`src/rtl/peak_dpu_pkg.sv`:
```
// Shared load/store definitions: op encodings (also used by the decoder), LSU state encoding
// and small op-decode helpers.
package peak_dpu_pkg;

  localparam logic [2:0] LB  = 3'd0;
  localparam logic [2:0] LH  = 3'd1;
  localparam logic [2:0] LW  = 3'd2;
  localparam logic [2:0] LBU = 3'd3;
  localparam logic [2:0] LHU = 3'd4;
  localparam logic [2:0] SB  = 3'd5;
  localparam logic [2:0] SH  = 3'd6;
  localparam logic [2:0] SW  = 3'd7;

  localparam logic [1:0] SZ_B = 2'd0;
  localparam logic [1:0] SZ_H = 2'd1;
  localparam logic [1:0] SZ_W = 2'd2;

  // MIS is the single cycle that presents a misaligned-access exception.
  typedef enum logic [1:0] {IDLE, REQ, WAIT, MIS} lsu_state_e;

  function automatic logic [1:0] op_size(input logic [2:0] op);
    logic [1:0] sz;
    case (op)
      LB, LBU, SB: sz = SZ_B;
      LH, LHU, SH: sz = SZ_H;
      default:     sz = SZ_W;
    endcase
    return sz;
  endfunction

  function automatic logic op_is_store(input logic [2:0] op);
    return (op == SB) || (op == SH) || (op == SW);
  endfunction

  function automatic logic op_misaligned(input logic [2:0] op, input logic [1:0] ea_lo);
    logic bad;
    case (op_size(op))
      SZ_H:    bad = ea_lo[0];
      SZ_W:    bad = (ea_lo != 2'b00);
      default: bad = 1'b0;
    endcase
    return bad;
  endfunction

endpackage

```
`src/rtl/peak_dpu_lsu_align.sv`:
```
// Byte-lane steering: store byte enables / replicated write data, load lane extraction and extension.
// Purely combinational, no flow control.
module peak_dpu_lsu_align
  import peak_dpu_pkg::*;
(
  input  logic [2:0]  op_i,
  input  logic [1:0]  ea_lo_i,
  input  logic [31:0] sdata_i,
  input  logic [31:0] rdata_i,
  output logic [3:0]  be_o,
  output logic [31:0] wdata_o,
  output logic [31:0] ldata_o
);

  logic [31:0] lane;

  always_comb begin
    be_o    = 4'b0000;
    wdata_o = 32'h0;
    ldata_o = 32'h0;
    lane    = rdata_i >> {ea_lo_i, 3'b000};
    case (op_size(op_i))
      SZ_B: begin
        be_o    = 4'b0001 << ea_lo_i;
        wdata_o = {4{sdata_i[7:0]}};
        ldata_o = (op_i == LB) ? {{24{lane[7]}}, lane[7:0]} : {24'h0, lane[7:0]};
      end
      SZ_H: begin
        be_o    = ea_lo_i[1] ? 4'b1100 : 4'b0011;
        wdata_o = {2{sdata_i[15:0]}};
        ldata_o = (op_i == LH) ? {{16{lane[15]}}, lane[15:0]} : {16'h0, lane[15:0]};
      end
      default: begin
        be_o    = 4'b1111;
        wdata_o = sdata_i;
        ldata_o = rdata_i;
      end
    endcase
  end

endmodule

```
`src/rtl/peak_dpu_lsu.sv`:
```
// Load/store unit: one non-pipelined data-bus access per op; earliest writeback 3 cycles after accept.
// ls_rdy is high only in IDLE; bus request held stable until dbus_gnt.
module peak_dpu_lsu #(
  parameter int unsigned WAIT_MAX = 255
) (
  input  logic        clk,
  input  logic        rst_n,
  input  logic        ls_vld,
  output logic        ls_rdy,
  input  logic [2:0]  ls_op,
  input  logic [31:0] ls_base,
  input  logic [31:0] ls_imm,
  input  logic [31:0] ls_sdata,
  input  logic [4:0]  ls_wr_addr,
  input  logic        flush,
  output logic        dbus_req,
  output logic [31:0] dbus_addr,
  output logic        dbus_we,
  output logic [3:0]  dbus_be,
  output logic [31:0] dbus_wdata,
  input  logic        dbus_gnt,
  input  logic        dbus_rvalid,
  input  logic [31:0] dbus_rdata,
  input  logic        dbus_err,
  output logic        wb_vld,
  output logic [4:0]  wb_addr,
  output logic [31:0] wb_data,
  output logic        st_done,
  output logic        exc_misalign,
  output logic        exc_buserr,
  output logic [31:0] exc_addr
);
  import peak_dpu_pkg::*;

  localparam int CW = (WAIT_MAX > 0) ? $clog2(WAIT_MAX + 1) : 1;

  lsu_state_e  state_q, state_d;
  logic [31:0] ea_q, ea_d;
  logic [2:0]  op_q, op_d;
  logic [4:0]  rd_q, rd_d;
  logic [31:0] sdata_q, sdata_d;
  logic [CW-1:0] cnt_q, cnt_d;
  logic        flushed_q, flushed_d;
  logic        wb_vld_q, wb_vld_d;
  logic [4:0]  wb_addr_q, wb_addr_d;
  logic [31:0] wb_data_q, wb_data_d;
  logic        st_done_q, st_done_d;
  logic        exc_buserr_q, exc_buserr_d;
  logic [31:0] exc_addr_q, exc_addr_d;

  logic        accept, timeout, suppress;
  logic [31:0] ea_in;
  logic [3:0]  be;
  logic [31:0] wdata, ldata;

  assign ea_in   = ls_base + ls_imm;
  assign ls_rdy  = (state_q == IDLE);
  assign accept  = ls_vld && ls_rdy && !flush;
  assign timeout = (WAIT_MAX != 0) && (cnt_q == CW'(WAIT_MAX - 1));
  // A flush seen at any point after the grant kills the architectural result, not the bus beat.
  assign suppress = flushed_q || flush;

  peak_dpu_lsu_align u_align (
    .op_i    (op_q),
    .ea_lo_i (ea_q[1:0]),
    .sdata_i (sdata_q),
    .rdata_i (dbus_rdata),
    .be_o    (be),
    .wdata_o (wdata),
    .ldata_o (ldata)
  );

  assign dbus_req     = (state_q == REQ);
  assign dbus_addr    = {ea_q[31:2], 2'b00};
  assign dbus_we      = dbus_req && op_is_store(op_q);
  assign dbus_be      = dbus_req ? be : 4'b0000;
  assign dbus_wdata   = wdata;
  assign exc_misalign = (state_q == MIS) && !flush;
  assign wb_vld       = wb_vld_q;
  assign wb_addr      = wb_addr_q;
  assign wb_data      = wb_data_q;
  assign st_done      = st_done_q;
  assign exc_buserr   = exc_buserr_q;
  assign exc_addr     = exc_addr_q;

  always_comb begin
    state_d      = state_q;
    ea_d         = ea_q;
    op_d         = op_q;
    rd_d         = rd_q;
    sdata_d      = sdata_q;
    cnt_d        = cnt_q;
    flushed_d    = flushed_q;
    wb_vld_d     = 1'b0;
    wb_addr_d    = wb_addr_q;
    wb_data_d    = wb_data_q;
    st_done_d    = 1'b0;
    exc_buserr_d = 1'b0;
    exc_addr_d   = exc_addr_q;
    case (state_q)
      IDLE: begin
        if (accept) begin
          ea_d      = ea_in;
          op_d      = ls_op;
          rd_d      = ls_wr_addr;
          sdata_d   = ls_sdata;
          cnt_d     = '0;
          flushed_d = 1'b0;
          if (op_misaligned(ls_op, ea_in[1:0])) begin
            exc_addr_d = ea_in;
            state_d    = MIS;
          end else begin
            state_d = REQ;
          end
        end
      end
      MIS: state_d = IDLE;
      REQ: begin
        cnt_d = cnt_q + CW'(1);
        if (flush && !dbus_gnt) begin
          state_d = IDLE;
        end else if (timeout) begin
          state_d      = IDLE;
          exc_buserr_d = !suppress;
          exc_addr_d   = ea_q;
        end else if (dbus_gnt) begin
          state_d   = WAIT;
          flushed_d = flushed_q || flush;
        end
      end
      WAIT: begin
        cnt_d = cnt_q + CW'(1);
        if (dbus_rvalid) begin
          state_d = IDLE;
          if (!suppress) begin
            if (dbus_err) begin
              exc_buserr_d = 1'b1;
              exc_addr_d   = ea_q;
            end else if (op_is_store(op_q)) begin
              st_done_d = 1'b1;
            end else if (rd_q != 5'd0) begin
              wb_vld_d  = 1'b1;
              wb_addr_d = rd_q;
              wb_data_d = ldata;
            end
          end
        end else if (timeout) begin
          state_d      = IDLE;
          exc_buserr_d = !suppress;
          exc_addr_d   = ea_q;
        end else begin
          flushed_d = flushed_q || flush;
        end
      end
      default: state_d = IDLE;
    endcase
  end

  always_ff @(posedge clk or negedge rst_n) begin
    if (!rst_n) begin
      state_q      <= IDLE;
      ea_q         <= 32'h0;
      op_q         <= 3'd0;
      rd_q         <= 5'd0;
      sdata_q      <= 32'h0;
      cnt_q        <= '0;
      flushed_q    <= 1'b0;
      wb_vld_q     <= 1'b0;
      wb_addr_q    <= 5'd0;
      wb_data_q    <= 32'h0;
      st_done_q    <= 1'b0;
      exc_buserr_q <= 1'b0;
      exc_addr_q   <= 32'h0;
    end else begin
      state_q      <= state_d;
      ea_q         <= ea_d;
      op_q         <= op_d;
      rd_q         <= rd_d;
      sdata_q      <= sdata_d;
      cnt_q        <= cnt_d;
      flushed_q    <= flushed_d;
      wb_vld_q     <= wb_vld_d;
      wb_addr_q    <= wb_addr_d;
      wb_data_q    <= wb_data_d;
      st_done_q    <= st_done_d;
      exc_buserr_q <= exc_buserr_d;
      exc_addr_q   <= exc_addr_d;
    end
  end

endmodule

```
`config.mk`:
```
export PLATFORM = sky130hd
export DESIGN_NAME = peak_dpu_lsu
export DESIGN_NICKNAME = d
export VERILOG_FILES = /design/src/rtl/peak_dpu_pkg.sv /design/src/rtl/peak_dpu_lsu_align.sv /design/src/rtl/peak_dpu_lsu.sv
export SDC_FILE = /design/constraint.sdc
export NUM_CORES = 1
export LEC_CHECK = 0
export CAP_MARGIN = 25
export CORE_AREA = 3 3 148 150
export DETAILED_ROUTE_END_ITERATION = 10
export DIE_AREA = 0 0 151 153
export GPL_TIMING_DRIVEN = 0
export PLACE_DENSITY = 0.81
export SYNTH_ARGS = -nofsm -noshare
export SYNTH_HDL_FRONTEND = slang
export SYNTH_HIERARCHICAL = 1
export SYNTH_SLANG_ARGS = --single-unit
```
`constraint.sdc`:
```
create_clock -name clk -period 2.4 [get_ports clk]
set_input_delay 0.24 -clock clk [delete_from_list [all_inputs] [get_ports clk]]
set_output_delay 0.24 -clock clk [all_outputs]
set_load 0.01 [all_outputs]
```
==> metrics.md, run 1 <==
| Metric | Value |
|---|---|
| Tmin final | between 2 and 2.5 ns |
| Post-synthesis sequential area ratio | 38.5% |
| Register area | 3880 µm² |
| Vias | 10170 |
| Fin crit share | 98.8% |
| Status | finished, final reports clean |
| LEAKAGE | approximately 6.5 nW |
| Mapped Avg Cell Area | approximately 9 µm² |
| Post-synth EDFFs | 0 |
| Fin nets | 1649 |
| Initial core utilization | 48.4% |
| Non-filler cells, final | 1756 |
| RSZ-0062 raised after global routing | yes |
| Fin area | 14700 µm² |
| Root Buffer Master | clkbuf_16 |
| Area of the mapped netlist | 10100 µm² |
| Number of H-tree levels | 4 |
| Die Y-Extent | 153 µm |
| Area of the multi-input gates | roughly 6000 µm² |
| Yosys top cell area share | 38.5% |
| Syn Inst Count | 1129 |
| Largest net degree at the start of global routing | 86 |
| P_int | 11.2 mW |
| Vias in the first global route | 9864 |
| Pwr Density | 1290 nW/µm² |
| Worst Setup Slack, final | 0.0281 ns |
| Port-buffer cells | 284 |
| Synth Flop Type | dfrtp_1 |
| Clk pin slew, worst setup/hold paths | 0.07 ns |
| CTS Sinks | about 160 |
| Top Ports | approximately 290 |
| Drt pass-1 iters | 6 |
| Layout cells sized above 1 | 20.7% |
| Final Setup Violations | 0 |
| Slew Viols, Final | 0 |
| Seq cells post-synth | 155 |
| DP Worst Slack | -0.923 ns |
| Detailed Place HPWL | about 26000 µm |
| First-pass GRT wire length | 52800 µm |
| Final hold vios | 0 |
| Commonest cells in the netlist | nand2_1, dfrtp_1, o21ai_0 |
| Setup TNS | 0 ns |
| Worst-Margin Slew | 0.809 ns |
| CTS Buf Count | 17 |
| Critical path data required time | 2.70 ns |
| Clock latency on the worst-skew pair | 0.43 ns |
| Final ANT Viol Nets | 0 |
| Post-route DRC violation count | 0 |
| Synthesis-to-finish area growth | 45.9% |
| Max_slew headroom | between 40% and 50% |
| Vias per cell | roughly 5.8 |
| Area leader, netlist | dfrtp_1 |
| Worst Hold Class | input port to flip-flop |
| Maximum VDD drop | 0.618 mV |
| Die area | 23100 µm² |
| Global route overflow | 0 |
| Setup CP Type | input port to flip-flop |
| Logic pwr share | 60.4% |
| Net Switching | about 7.8 mW |
| CTS tree | built |
| Clock Skews | 0.00867 ns |
| Fillers | 1584 |
| Die width | 151 µm |
| Clk pwr share | 15.0% |
| Initial antenna violation count | 1 |
| Worst setup SP type | input port |
| # rows | 53 |
| Max-cap violation count | 0 |
| 1st-iter DRT viols | around 960 |
| Yosys cell types | 68 |
| Fmax | ~420 MHz |
| Main area contributors after synthesis | dfrtp_1, nand2_1, mux2_2, ha_1, o21ai_0 |
| Core area | 20800 µm² |
| Part of the power in registers | 24.6% |
| Ys async rst share | 100% |
| Placed standard-cell area | 13300 µm² |
| Overall routed net length | around 35000 µm |
| CP arrival | ~2.7 ns |
| Crit end category | flip-flop |
| CTS Buffer Depth | 2 |
| Ys Warns | 6 |
| Wire per inst | 19.7 µm |
| Count leader, synth | nand2_1 |
| Placer Congestion | roughly 0.96 |
| GRT Total Usage | between 20% and 30% |
| Switching share of power | 41.2% |
| Cell total after placement | between 1500 and 2000 |
| Crit Path Max Fanout | 5 |
| Final Core Density | approximately 71% |
## area by class of cell
class	count	area share, %
sequential	155	26.4
buffer	97	4.80
timing repair buffer	323	21.9
antenna	1	0.0170
multi-input combinational	858	39.9
tap	275	2.34
clock buffer	18	2.99
clock inverter	14	1.23
inverter	15	0.392
## flip-flops by register name, summed over array words and instances, names as in the netlist
signal      count
wb_vld          1
ea_q           32
flushed_q       1
sdata_q        32
wb_addr         5
state_q         2
op_q            3
rd_q            5
exc_buserr      1
wb_data        32
exc_addr       32
cnt_q           8
st_done         1
## kinds of logic (layout without fill, tap and decap cells)
family,count (synthesis),after routing,synth area share (%)
adders and majority gates,39,39,4.92
buffers and inverters,117,467,6.78
DFF,155,155,38.5
AOI/OAI and AO/OA,333,333,21.9
and+or+nand+nor,362,362,15.2
other,1,3,0.0372
xor gates and xnor gates,37,37,3.29
muxes,85,85,9.45
## final timing paths
kind                           endpoint  cells past startpoint  slack, ns   startpoint
max                            ea_q[26]                     10       0.03  ls_base[11]
min                             ea_q[0]                      3       0.20   ls_base[0]
max reg2reg                exc_addr[12]                     11       0.07   state_q[1]
min reg2reg                  wb_data[6]                      2       0.47   wb_data[6]
max in group asynchronous      ea_q[31]                      3       1.17        rst_n
min in group asynchronous   wb_data[12]                      2       0.38        rst_n
## what timing repair did
item / 4_1_cts / 5_1_grt
pin swaps: 12 / 17
endpoints found under the hold margin: 70 / 0
endpoints found under the setup margin: 132 / 118
setup buffers: 22 / 12
gates cloned: 4 / 0
hold buffers: 1 / 0
gates resized for setup: 121 / 68
## per-stage QoR
step / power, mW / hold slack, ns
floorplan: 10.5 / -0.0556
global placement: 14.8 / 0.460
detailed placement: 15.0 / 0.291
CTS: 18.5 / 0.188
global route: 20.1 / 0.195
finish: 19.0 / 0.201
## routing by layer
layer | vias up | share of wire [%] | GRT usage (%)
met3 | 81 | 9.0 | 6.20
met4 | 0 | 3.8 | 11.4
li1 | 4684 | - | -
met2 | 524 | 48 | 47.0
met5 | - | 0 | 0
met1 | 4881 | 39 | 37.6
## cell usage in the layout (no fill, tap or decap), types with 8 or more instances in the layout
master	synthesis	routed
dfrtp_1	155	152
xnor2_1	19	16
and2_1	15	14
a21oi_2	3	11
nor2_1	50	44
a22oi_2	10	12
a22oi_1	36	34
buf_4	43	71
buf_6	9	17
nand2_1	245	242
dlygate4sd2_1	0	21
o21ai_0	78	65
nand3_1	8	8
clkdlybuf4s50_1	0	251
clkbuf_1	31	17
a21o_1	20	19
clkbuf_16	0	17
o22ai_1	19	19
o221ai_1	9	9
inv_1	13	12
a21oi_1	72	61
mux2i_1	13	13
a2bb2oi_1	8	8
xor2_1	17	17
a221o_1	10	10
ha_1	38	28
mux2_2	67	67
clkbuf_2	0	12
o211ai_1	9	9
o21ai_1	16	26
## critical path, stage by stage
cell and delay [ns]:
clkdlybuf4s50_1 0.40, ha_1 0.39, nand2_2 0.13, nor2_2 0.23, nand4b_1 0.28, o2bb2ai_2 0.30
nor3_2 0.08, o31ai_1 0.27, xnor2_1 0.21, o21ai_0 0.13
## power groups by stage
stage | clock, mW | combinational [mW] | sequential [mW]
CTS | 2.87 | 11.0 | 4.63
floorplan | 0 | 5.91 | 4.60
detailed placement | 0 | 10.4 | 4.67
global placement | 0 | 10.2 | 4.62
global route | 3.01 | 12.3 | 4.79
finish | 2.85 | 11.5 | 4.68
No activity file was read; power rests on OpenSTA's default activity.
==> inputs of run 2 (changes only) <==
--- a/config.mk
+++ b/config.mk
@@ -10,7 +10,7 @@
 export DETAILED_ROUTE_END_ITERATION = 10
 export DIE_AREA = 0 0 151 153
 export GPL_TIMING_DRIVEN = 0
-export PLACE_DENSITY = 0.81
+export PLACE_DENSITY = 0.77
 export SYNTH_ARGS = -nofsm -noshare
 export SYNTH_HDL_FRONTEND = slang
 export SYNTH_HIERARCHICAL = 1
==> run 2 against run 1 <==
Sequential power barely moved. Global-route usage is 0.30 points higher. Clock power about the same. Critical path depth up 3. Flip-flop and latch count unchanged. Largest cell class unchanged. First-iteration DRC count decreased by 23%. Final area increased by 0.60%. Via count shrank 0.56%. Final cell count shrank 0.11%.
==> metrics.md, run 2 (synthesis gave the netlist of run 1 again) <==
| Metric | Value |
|---|---|
| Ant. Diodes | 0 |
| Clk pin slew, worst setup/hold paths | 0.06 ns |
| Die width | 151 µm |
| Fin nets | 1648 |
| CP arrival | 2.70 ns |
| LEAKAGE | 6.56 nW |
| Reg2reg path depth | 10 |
| Max_slew headroom | 48.3% |
| Worst Setup Slack, final | 0.0441 ns |
| Initial antenna violation count | 0 |
| Most frequent cells in the layout | clkdlybuf4s50_1, nand2_1, dfrtp_1 |
| Worst-Margin Slew | 0.775 ns |
| Largest net degree at the start of global routing | 84 |
| Pwr Density | between 1000 and 1500 nW/µm² |
| GRT Total Usage | between 20% and 30% |
| 1st-iter DRT viols | 738 |
| Drt pass-1 iters | 6 |
| Maximum VDD drop | about 0.63 mV |
| First-pass GRT wire length | 53500 µm |
| Reg2reg end | exc_addr[4] |
| Placer Congestion | 0.975 |
| Worst hold margin | 0.232 ns |
| Core area | 20800 µm² |
| CP Cell Sequence | buf_2 > ha_4 > fa_2 > a21oi_2 > a211o_1 > a221o_1 > buf_6 > buf_4 > buf_12 > buf_4 > nor2_1 > a22oi_1 > o21ai_1 |
| Root Buffer Master | clkbuf_16 |
| CP Depth | 13 |
| Wire per inst | roughly 20 µm |
| Placed standard-cell area | 13300 µm² |
| Slew Viols, Final | 0 |
| Fin crit share | 98.2% |
| Detailed Place HPWL | approximately 25000 µm |
| Vias in the first global route | between 9000 and 10000 |
| CP Capture Point | exc_addr[0] |
| Number of H-tree levels | 4 |
| CP peak stage delay | 0.58 ns |
| Setup CP Type | input port to flip-flop |
| Vias | 10113 |
| Max-cap violation count | 0 |
| Crit end category | flip-flop |
| Register area | slightly below 4000 µm² |
| Synthesis-to-finish area growth | 46.8% |
| Reg-to-reg setup timing slack | 0.08 ns |
| # rows | 53 |
| CTS Sinks | 155 |
| Final Core Density | 71.0% |
| Buf/Inv on CP | 5 |
| Crit Path Max Fanout | 5 |
| Initial core utilization | 48.4% |
| Most common cell after layout, fill and taps aside | clkdlybuf4s50_1 |
| CTS Buffer Depth | 2 |
| Layout cells sized above 1 | 20.7% |
| Die Y-Extent | 153 µm |
| Overall routed net length | 34300 µm |
| Critical path data required time | 2.75 ns |
| Fmax | 424 MHz |
| Worst Hold Class | input port to flip-flop |
| Clock latency on the worst-skew pair | 0.43 ns |
| DP Worst Slack | -0.961 ns |
| Final Setup Violations | 0 |
| Critical Path Start | ls_imm[0] |
| CTS tree | built |
| Non-filler cells, final | 1754 |
| Slowest-stage cell, CP | fa_2 |
| Status | finished, final reports clean |
| Area of the multi-input gates | 5930 µm² |
| Global route overflow | 0 |
| Fillers | 1636 |
| Final ANT Viol Nets | 0 |
| Final hold vios | 0 |
| CP top delay family | compound AO/OA/AOI/OAI gates |
| Top Ports | between 200 and 300 |
| R2R Path Start | cnt_q[0] |
| Die area | about 23000 µm² |
| Post-route DRC violation count | 0 |
| Fin area | 14800 µm² |
| Total power | 19.1 mW |
| Vias per cell | just under 6 |
| RSZ-0062 raised after global routing | yes |
| Clock Skews | approximately 0.0057 ns |
| Tmin final | 2.36 ns |
| CTS Buf Count | 17 |
| Setup TNS | 0 ns |
| Cell total after placement | roughly 1700 |
| Worst setup SP type | input port |
| Cell mode on critical path | buf_4 |
| Port-buffer cells | 284 |
==> run 2: changes by cell type in the layout (fill, tap and decap cells not counted), sizes merged, moves of 2 or more <==
| cell | delta |
|---|---|
| dlymetal6s2s | +6 |
| dlygate4sd2 | -6 |
| inv | -3 |
| clkinv | +2 |
==> run 2: layout make-up <==
type / instances / share of cell area [%]
Multi-Input combinational cell: 858 / 40.1
Clock buffer: 20 / 3.09
Sequential cell: 155 / 26.2
Inverter: 15 / 0.389
Tap cell: 275 / 2.33
Buffer: 97 / 4.82
Timing Repair Buffer: 322 / 22.0
Clock inverter: 12 / 1.09
==> run 2: how the worst min path moves through the flow <==
stage | from | to | slack [ns] | cells past startpoint
after floorplan | rst_n | cnt_q[0] | -0.06 | 0
after global placement | wb_data[24] | wb_data[24] | 0.46 | 2
after detailed placement | rst_n | sdata_q[19] | 0.30 | 1
after CTS | ls_base[0] | ea_q[0] | 0.21 | 3
after global routing | ls_base[0] | ea_q[0] | 0.23 | 3
final | ls_base[0] | ea_q[0] | 0.23 | 3
==> run 2: metal layers <==
| metal | GRT usage (%) | share of wire [%] |
|---|---|---|
| met2 | 47.8 | 48 |
| met4 | 10.4 | 3.2 |
| met5 | 0 | 0 |
| met3 | 5.66 | 7.8 |
| met1 | 38.6 | 41 |
==> run 2: worst reg2reg max path: stages (launching register included) <==
cell and delay, ns:
dfrtp_1 0.43, inv_1 0.08, ha_1 0.16, nand3_1 0.11, nor2_2 0.40, o21ai_0 0.28
a21oi_4 0.22, buf_6 0.12, buf_8 0.12, a22oi_1 0.09, o221ai_1 0.22
==> run 2: timing repair <==
item | in CTS | in global routing
pin swaps | 15 | 21
endpoints found under the setup margin | 124 | 120
resized for setup | 118 | 81
hold buffers | 1 | 0
buffers inserted | 26 | 6
hold endpoints to repair | 72 | 0
cloned | 4 | 0
==> run 2: power by group <==
part / internal [mW] / switching, mW
combinational: 5.91 / 5.68
sequential: 3.71 / 0.961
clock: 1.70 / 1.14
total: 11.3 / 7.79
==> inputs of run 3 (changes only) <==
--- a/config.mk
+++ b/config.mk
@@ -7,6 +7,7 @@
 export LEC_CHECK = 0
 export CAP_MARGIN = 25
 export CORE_AREA = 3 3 148 150
+export CTS_CLUSTER_DIAMETER = 120
 export DETAILED_ROUTE_END_ITERATION = 10
 export DIE_AREA = 0 0 151 153
 export GPL_TIMING_DRIVEN = 0
==> results of run 3 <==
The final DEF is identical to that of run 2; final timing and power are the same.
